**src/rtl/wb_register_file_pkg.sv**
```systemverilog
// rtl/wb_register_file_pkg.sv - shared constants for the write-back register file
package wb_register_file_pkg;
   localparam int REG_ADDR_W = 5;
   localparam logic [REG_ADDR_W-1:0] REG_ZERO = 5'd0;

   localparam logic WB_SRC_ALU = 1'b0;
   localparam logic WB_SRC_MEM = 1'b1;
endpackage

```
**src/rtl/wb_register_file_wb_select.sv**
```systemverilog
// rtl/wb_register_file_wb_select.sv - MemtoReg write-back data multiplexer
module wb_select
   import wb_register_file_pkg::*;
#(
   parameter int B = 32
) (
   input  logic         mem_to_reg,
   input  logic [B-1:0] read_data,
   input  logic [B-1:0] alu_result,
   output logic [B-1:0] wb_data
);
   always_comb begin
      wb_data = alu_result;
      if (mem_to_reg == WB_SRC_MEM) begin
         wb_data = read_data;
      end
   end
endmodule

```
**src/rtl/wb_register_file.sv**
```systemverilog
// rtl/wb_register_file.sv - MEM/WB write-back stage with 2-read/1-write bypassed register bank
// Optional WB_DEBUG_PORT_EN adds an unbypassed debug read port (dbg_addr/dbg_data).
module wb_register_file
   import wb_register_file_pkg::*;
#(
   parameter int B      = 32,
   parameter int N_REGS = 32,
   parameter int CNT_W  = 32
) (
   input  logic                  clk,
   input  logic                  reset,
   input  logic [B-1:0]          read_data_in,
   input  logic [B-1:0]          alu_result_in,
   input  logic [B-1:0]          mux_RegDst_in,
   input  logic                  wb_RegWrite_in,
   input  logic                  wb_MemtoReg_in,
   input  logic [REG_ADDR_W-1:0] rs_addr,
   input  logic [REG_ADDR_W-1:0] rt_addr,
   output logic [B-1:0]          rs_data,
   output logic [B-1:0]          rt_data,
   output logic [B-1:0]          wb_data_out,
`ifdef WB_DEBUG_PORT_EN
   input  logic [REG_ADDR_W-1:0] dbg_addr,
   output logic [B-1:0]          dbg_data,
`endif
   output logic [CNT_W-1:0]      wb_count
);
   logic [B-1:0]          regs_q [N_REGS];
   logic [B-1:0]          regs_d [N_REGS];
   logic [CNT_W-1:0]      cnt_q;
   logic [CNT_W-1:0]      cnt_d;
   logic [REG_ADDR_W-1:0] waddr;
   logic                  commit;
   logic                  unused_dst_bits;

   wb_select #(.B(B)) u_wb_select (
      .mem_to_reg (wb_MemtoReg_in),
      .read_data  (read_data_in),
      .alu_result (alu_result_in),
      .wb_data    (wb_data_out)
   );

   // Only the low address bits name a register; the rest of the field is don't-care.
   assign waddr           = mux_RegDst_in[REG_ADDR_W-1:0];
   assign unused_dst_bits = ^mux_RegDst_in[B-1:REG_ADDR_W];
   assign commit          = wb_RegWrite_in && (waddr != REG_ZERO) && !reset;

   always_comb begin
      regs_d = regs_q;
      cnt_d  = cnt_q;
      if (commit) begin
         regs_d[waddr] = wb_data_out;
         cnt_d         = cnt_q + CNT_W'(1);
      end
   end

   always_ff @(posedge clk) begin
      if (reset) begin
         for (int i = 0; i < N_REGS; i++) begin
            regs_q[i] <= '0;
         end
         cnt_q <= '0;
      end else begin
         regs_q <= regs_d;
         cnt_q  <= cnt_d;
      end
   end

   always_comb begin
      rs_data = regs_q[rs_addr];
      if (rs_addr == REG_ZERO) begin
         rs_data = '0;
      end else if (commit && (rs_addr == waddr)) begin
         rs_data = wb_data_out;
      end
   end

   always_comb begin
      rt_data = regs_q[rt_addr];
      if (rt_addr == REG_ZERO) begin
         rt_data = '0;
      end else if (commit && (rt_addr == waddr)) begin
         rt_data = wb_data_out;
      end
   end

`ifdef WB_DEBUG_PORT_EN
   assign dbg_data = (dbg_addr == REG_ZERO) ? '0 : regs_q[dbg_addr];
`endif

   assign wb_count = cnt_q;
endmodule

```
**config.mk**
```make
export PLATFORM = sky130hd
export DESIGN_NAME = wb_register_file
export DESIGN_NICKNAME = d
export VERILOG_FILES = /design/src/rtl/wb_register_file_pkg.sv /design/src/rtl/wb_register_file_wb_select.sv /design/src/rtl/wb_register_file.sv
export SDC_FILE = /design/constraint.sdc
export NUM_CORES = 2
export LEC_CHECK = 0
export BUFFER_PORTS_ARGS = -buffer_cell sky130_fd_sc_hd__buf_4
export CAP_MARGIN = 20
export CORE_MARGIN = 3
export CORE_UTILIZATION = 41
export CTS_BUF_LIST = sky130_fd_sc_hd__clkbuf_8
export CTS_CLUSTER_SIZE = 40
export DETAILED_ROUTE_END_ITERATION = 8
export PLACE_DENSITY = 0.64
export SLEW_MARGIN = 5
export SYNTH_ARGS = -nofsm -noshare
export SYNTH_HDL_FRONTEND = slang
export SYNTH_HIERARCHICAL = 1
export SYNTH_SLANG_ARGS = --single-unit
```
**constraint.sdc**
```tcl
create_clock -name clk -period 2.2 [get_ports clk]
set_clock_uncertainty 0.2 [all_clocks]
set_input_delay 0.22 -clock clk [delete_from_list [all_inputs] [get_ports clk]]
set_output_delay 0.22 -clock clk [all_outputs]
set_load 0.01 [all_outputs]
```
# Word-level counts from Yosys, hierarchy flattened

Index checks and enable logic that the tools add are counted.

Register bits after elaboration: 1056
Input port bits: 110
Output and inout port bits: 128

Add/subtract/negate cells: 1
$lt $le $gt $ge: 4
Equal/unequal tests: 2
Muxes and demuxes: 14
Bitwise gates (word level): 3
Reduce and logical (&&, ||, !) cells: 9

Operators with widths:

| operator                | number |
|---|---|
| $bwmux W1024            | 1 |
| $bmux W32 S5            | 2 |
| $mux W32                | 10 |
| $demux W32 S5           | 1 |
| $add A32 B1 Y32 const B | 1 |
| $ge A6 B6 Y1 const B    | 3 |
| $not A5 Y6              | 3 |
| $eq A5 B5 Y1            | 2 |
| $logic_not A5 Y1        | 2 |
| $lt A6 B1 Y1 const B    | 1 |
| $logic_and A1 B1 Y1     | 5 |
| $reduce_bool A5 Y1      | 1 |
| $logic_not A1 Y1        | 1 |

# Longest topological paths before layout

Depth in word-level cells: 6
Depth in mapped cells: 10
Mapped depth without buffers: 6

# Cells and area by module

The synthesis kept the hierarchy.

By module, submodules not included:

| module           | times used | cells an instance | area an instance (um2) | sequential area each (um2) |
|---|---|---|---|---|
| wb_register_file | 1          | 6596              | 54587.4                | 21140.3 |
| wb_select        | 1          | 36                | 544.3                  | 0.0 |

# Worst setup path after synthesis

No wires, ideal clock.

Path kind: input -> output
From: input rs_addr[0]
To: output rs_data[11]
Arrival: 1870 ps
Path slack: -90 ps
Stages: 8
Path buffers: 3
Path through: buf_2 -> buf_6 -> buf_2 -> mux4_2 -> mux2i_1 -> nor2_1 -> nor4_1 -> a21oi_1

Word-level cells in the longest chain between the ends: 6
Elaborated cells on any way between the ends: 9
Those cells by class: 1 x eq/ne; 5 x mux; 1 x bitwise; 2 x reduce/logical

RTL lines:

| what                                         | line                   | source |
|---|---|---|
| from (decl)                                  | wb_register_file.sv:17 | `input logic [REG_ADDR_W-1:0] rs_addr,` |
| $not A5 Y6 (not written as such)             | wb_register_file.sv:70 | `rs_data = regs_q[rs_addr];` |
| $bmux W32 S5                                 | wb_register_file.sv:70 |  |
| $mux W32 (not written as such) (2 in series) | wb_register_file.sv:70 |  |
| $mux W32                                     | wb_register_file.sv:73 | `end else if (commit && (rs_addr == waddr)) begin` |
| $mux W32 *                                   | wb_register_file.sv:71 | `if (rs_addr == REG_ZERO) begin` |
| to (decl)                                    | wb_register_file.sv:19 | `output logic [B-1:0] rs_data,` |

Every way passes the cells marked *; elsewhere a longest branch is shown, timed or not. The select of a mux whose other input is x is not followed.

# Final worst setup path

From: register regs_q[17] (netlist bit)
To: output rt_data[17]

Word-level cells in the longest chain between the ends: 5

RTL lines:

| what                                         | line                   | source |
|---|---|---|
| from (decl)                                  | wb_register_file.sv:28 | `logic [B-1:0] regs_q [N_REGS];` |
| from (signal assigned)                       | wb_register_file.sv:64 | `regs_q <= regs_d;` |
| $bmux W32 S5                                 | wb_register_file.sv:79 | `rt_data = regs_q[rt_addr];` |
| $mux W32 (not written as such) (2 in series) | wb_register_file.sv:79 |  |
| $mux W32                                     | wb_register_file.sv:82 | `end else if (commit && (rt_addr == waddr)) begin` |
| $mux W32                                     | wb_register_file.sv:80 | `if (rt_addr == REG_ZERO) begin` |
| to (decl)                                    | wb_register_file.sv:20 | `output logic [B-1:0] rt_data,` |

No other way between the ends. The select of a mux whose other input is x is not followed.

==> results.py <==
metrics = {
    "sta": {
        "setup_viol": 66,
        "final.setup.worst_slack_ns": -1.02,
        "finalCriticalPeriod_ns": 3.22,
        "timing.final.crit_share_pct": 146,
        "rsz0062_at_grt": "true",
        "max_clock_freq_ghz": 0.311,
        "slew_violations": 0,
        "tightestPinTransition_ns": 1.29,
        "finalHoldViolations": 0,
        "max_slew_margin_pct": 14.0,
    },
    "synth": {
        "synth_area_leaders": "dfxtp_1 38%, nand2_1 14%, mux4_2 10%",
        "ys_seq_elements": 1056,
        "syn_area_um2": 55100,
        "yosysSeqAreaShare_pct": 38.3,
        "ys.flop_type": "dfxtp_1",
        "async_flop_share_pct": 0,
        "syn_area_per_cell_um2": 8.31,
        "synth_cell_types": 48,
        "syn_nets": 6743,
        "yosysWarnings": 6,
        "synth_area_leader_cell": "dfxtp_1",
        "syn_inst": 6632,
        "synth_edf_count": 0,
        "yosys.area.top_type_share_pct": 38.3,
    },
    "grt": {
        "busiest_layer": "met2",
        "antenna_found_initial": 6,
        "grt_max_degree": 218,
        "grt.overflow.total": 0,
        "grt_pass1_wl_mm": 340,
        "use_met2_pct": 47.3,
        "track_usage_pct": 31.9,
        "met3_usage_pct": 7.40,
        "gr-usage-met1_pct": 41.2,
        "grt_pass1_vias": 53400,
    },
    "place": {
        "portBuffers": 210,
        "dp_slack_ns": -1.16,
        "dp_cells": 8728,
        "placed_cell_area_um2": 64200,
        "gp_congestion": 0.942,
        "hpwl_mm": 150,
    },
    "cells_and_area": {
        "final_cell_count_no_fill": 9115,
        "design_area_um2": 71400,
        "drive_gt1_share_pct": 32.5,
        "mostFrequentLayoutCell": "nand2_1",
        "fin_nets": 7328,
        "syn_to_final_growth_pct": 29.5,
        "mostFrequentLayoutCells": "2,036 x nand2_1, 1,022 x a21oi_1, 932 x dfxtp_1",
    },
    "floorplanning": {
        "pin_count": 238,
        "chipHeight_um": 373,
        "placementRows": 133,
        "fp.dieArea_um2": 139000,
        "core_um2": 132000,
        "dieWidth_um": 373,
        "start_util_pct": 41.6,
    },
    "clocking": {
        "clock_latency_ns": 0.91,
        "clk_pin_slew_ns": 0.06,
        "cts_buffers": 178,
        "clockRootBuffer": "clkbuf_8",
        "cts_tree": "built",
        "cts.sinks": 1056,
        "cts.path.max_buffers": 3,
        "h-tree-depth": 4,
    },
    "setup_path": {
        "startpoint": "regs_q[17]$_SDFFE_PP0P_",
        "critPathKind": "flip-flop to primary output",
        "reg2reg_from": "wb_count[1]$_SDFFE_PP0P_",
        "critPathRequiredTime_ns": 1.78,
        "cp-end-kind": "primary output",
        "worstSetupStartpointType": "flip-flop",
        "arrival_ns": 2.80,
        "path_max_fanout": 3,
    },
    "pwr": {
        "vdd_drop_max_mv": 0.577,
        "p_leak_nw": 25.6,
        "pwr_density_cell_nw_per_um2": 608,
    },
    "status": {
        "violations": "setup timing",
        "status": "complete, but fails checks",
    },
    "route": {
        "drc": 0,
        "num_vias": 55500,
        "drt_iter0_markers": 7278,
        "viasPerCell": 6.09,
        "routed_wl_mm": 232,
        "dr.pass1.iters": 6,
        "ant_nets": 0,
        "wl_per_cell_um": 25.5,
    },
    "min_path": {
        "min_path_type": "primary input to flip-flop",
        "hp-start": "alu_result_in[9]",
    },
    "flow_run": {
        "cap_viol_max_count": 0,
    },
}
## critical path, cell delays in order (launching register included)
cell     delay [ns]
dfxtp_1        0.32
mux4_2         0.47
mux2i_1        0.22
nor2_2         0.09
nor4_2         0.30
a21oi_2        0.17
buf_4          0.17
buf_4          0.14
## final timing paths
kind	endpoint	slack, ns	depth (start not counted)
min reg2reg	regs_q[336]$_SDFFE_PP0P_	0.26	2
max reg2reg	wb_count[1]$_SDFFE_PP0P_	-0.03	5
min	regs_q[745]$_SDFFE_PP0P_	0.001	6
max	rt_data[17]	-1.02	7
## kinds of logic after synthesis
kind of cell	share of synthesized area, %
and+or+nand+nor	18.7
AOI/OAI and AO/OA	14.7
muxes	22.4
adders and majority gates	0.0227
DFF	38.3
xor gates and xnor gates	0.477
buffers and inverters	5.29
## metrics by stage
step	util [%]	total power [mW]	TNS (ns)	hold slack (ns)
6_report	53.9	43.4	-55.00	0.00120
5_1_grt	53.9	44.5	-60.15	0.0125
4_1_cts	53.1	43.2	-69.99	0.0138
3_5_place_dp	48.5	24.6	-54.59	0.251
3_3_place_gp	48.5	24.6	-66.42	0.247
2_1_floorplan	-	22.1	-1.37	0.180
## routing by layer
layer,routed length [um],vias to the layer above
met5,0,-
met4,17500,0
met3,26400,771
met2,100000,3570
met1,88200,26800
li1,-,24300
## power by group
part / internal [mW] / switching [mW]
sequential: 19.2 / 0.0601
clock: 9.88 / 8.57
combinational: 2.27 / 3.45
## cell usage after synthesis (2+ instances only)
cell type,number
nand3_1,18
nand2_1,2040
nand3b_1,4
mux2_4,30
buf_12,3
mux4_2,252
nand2b_1,8
a221oi_1,2
xnor2_1,9
and3_1,2
and4_1,3
buf_4,20
or2_2,6
nand4_1,14
mux2i_1,191
dfxtp_1,1056
o22ai_1,191
nor4_1,63
a2111oi_0,68
nor2_2,5
or4_1,2
buf_2,223
mux2_2,383
and3b_1,3
buf_6,4
nor2b_1,106
clkbuf_1,376
a21oi_1,1067
a211oi_1,71
o21ai_0,71
xor2_1,21
inv_1,8
o31ai_1,3
nor3_1,71
and2_1,2
or3_1,14
buf_1,28
nor2_1,184
## sequential cells by signal, indices dropped and copies added (netlist names)
| register | flops |
|---|---|
| wb_count | 32 |
| regs_q | 1024 |
## what timing repair did
action                                  4_1_cts  5_1_grt
cloned                                        0        2
resized for setup                           423      261
setup buffers                                 5        8
pin swaps                                   129       84
hold buffers                                 75        2
endpoints found under the hold margin      1003       12
endpoints found under the setup margin       70      122
## area by class of cell
class                      count  area (um^2)
antenna                        6         15.0
clock buffer                 226         3110
clock inverter                91          546
fill                       11900        61000
inverter                       8         30.0
multi-input combinational   4914        33700
sequential                  1056        21300
tap                         1755         2200
timing repair buffer        1059        10500
Note: power is estimated with default switching activity, not from simulation.
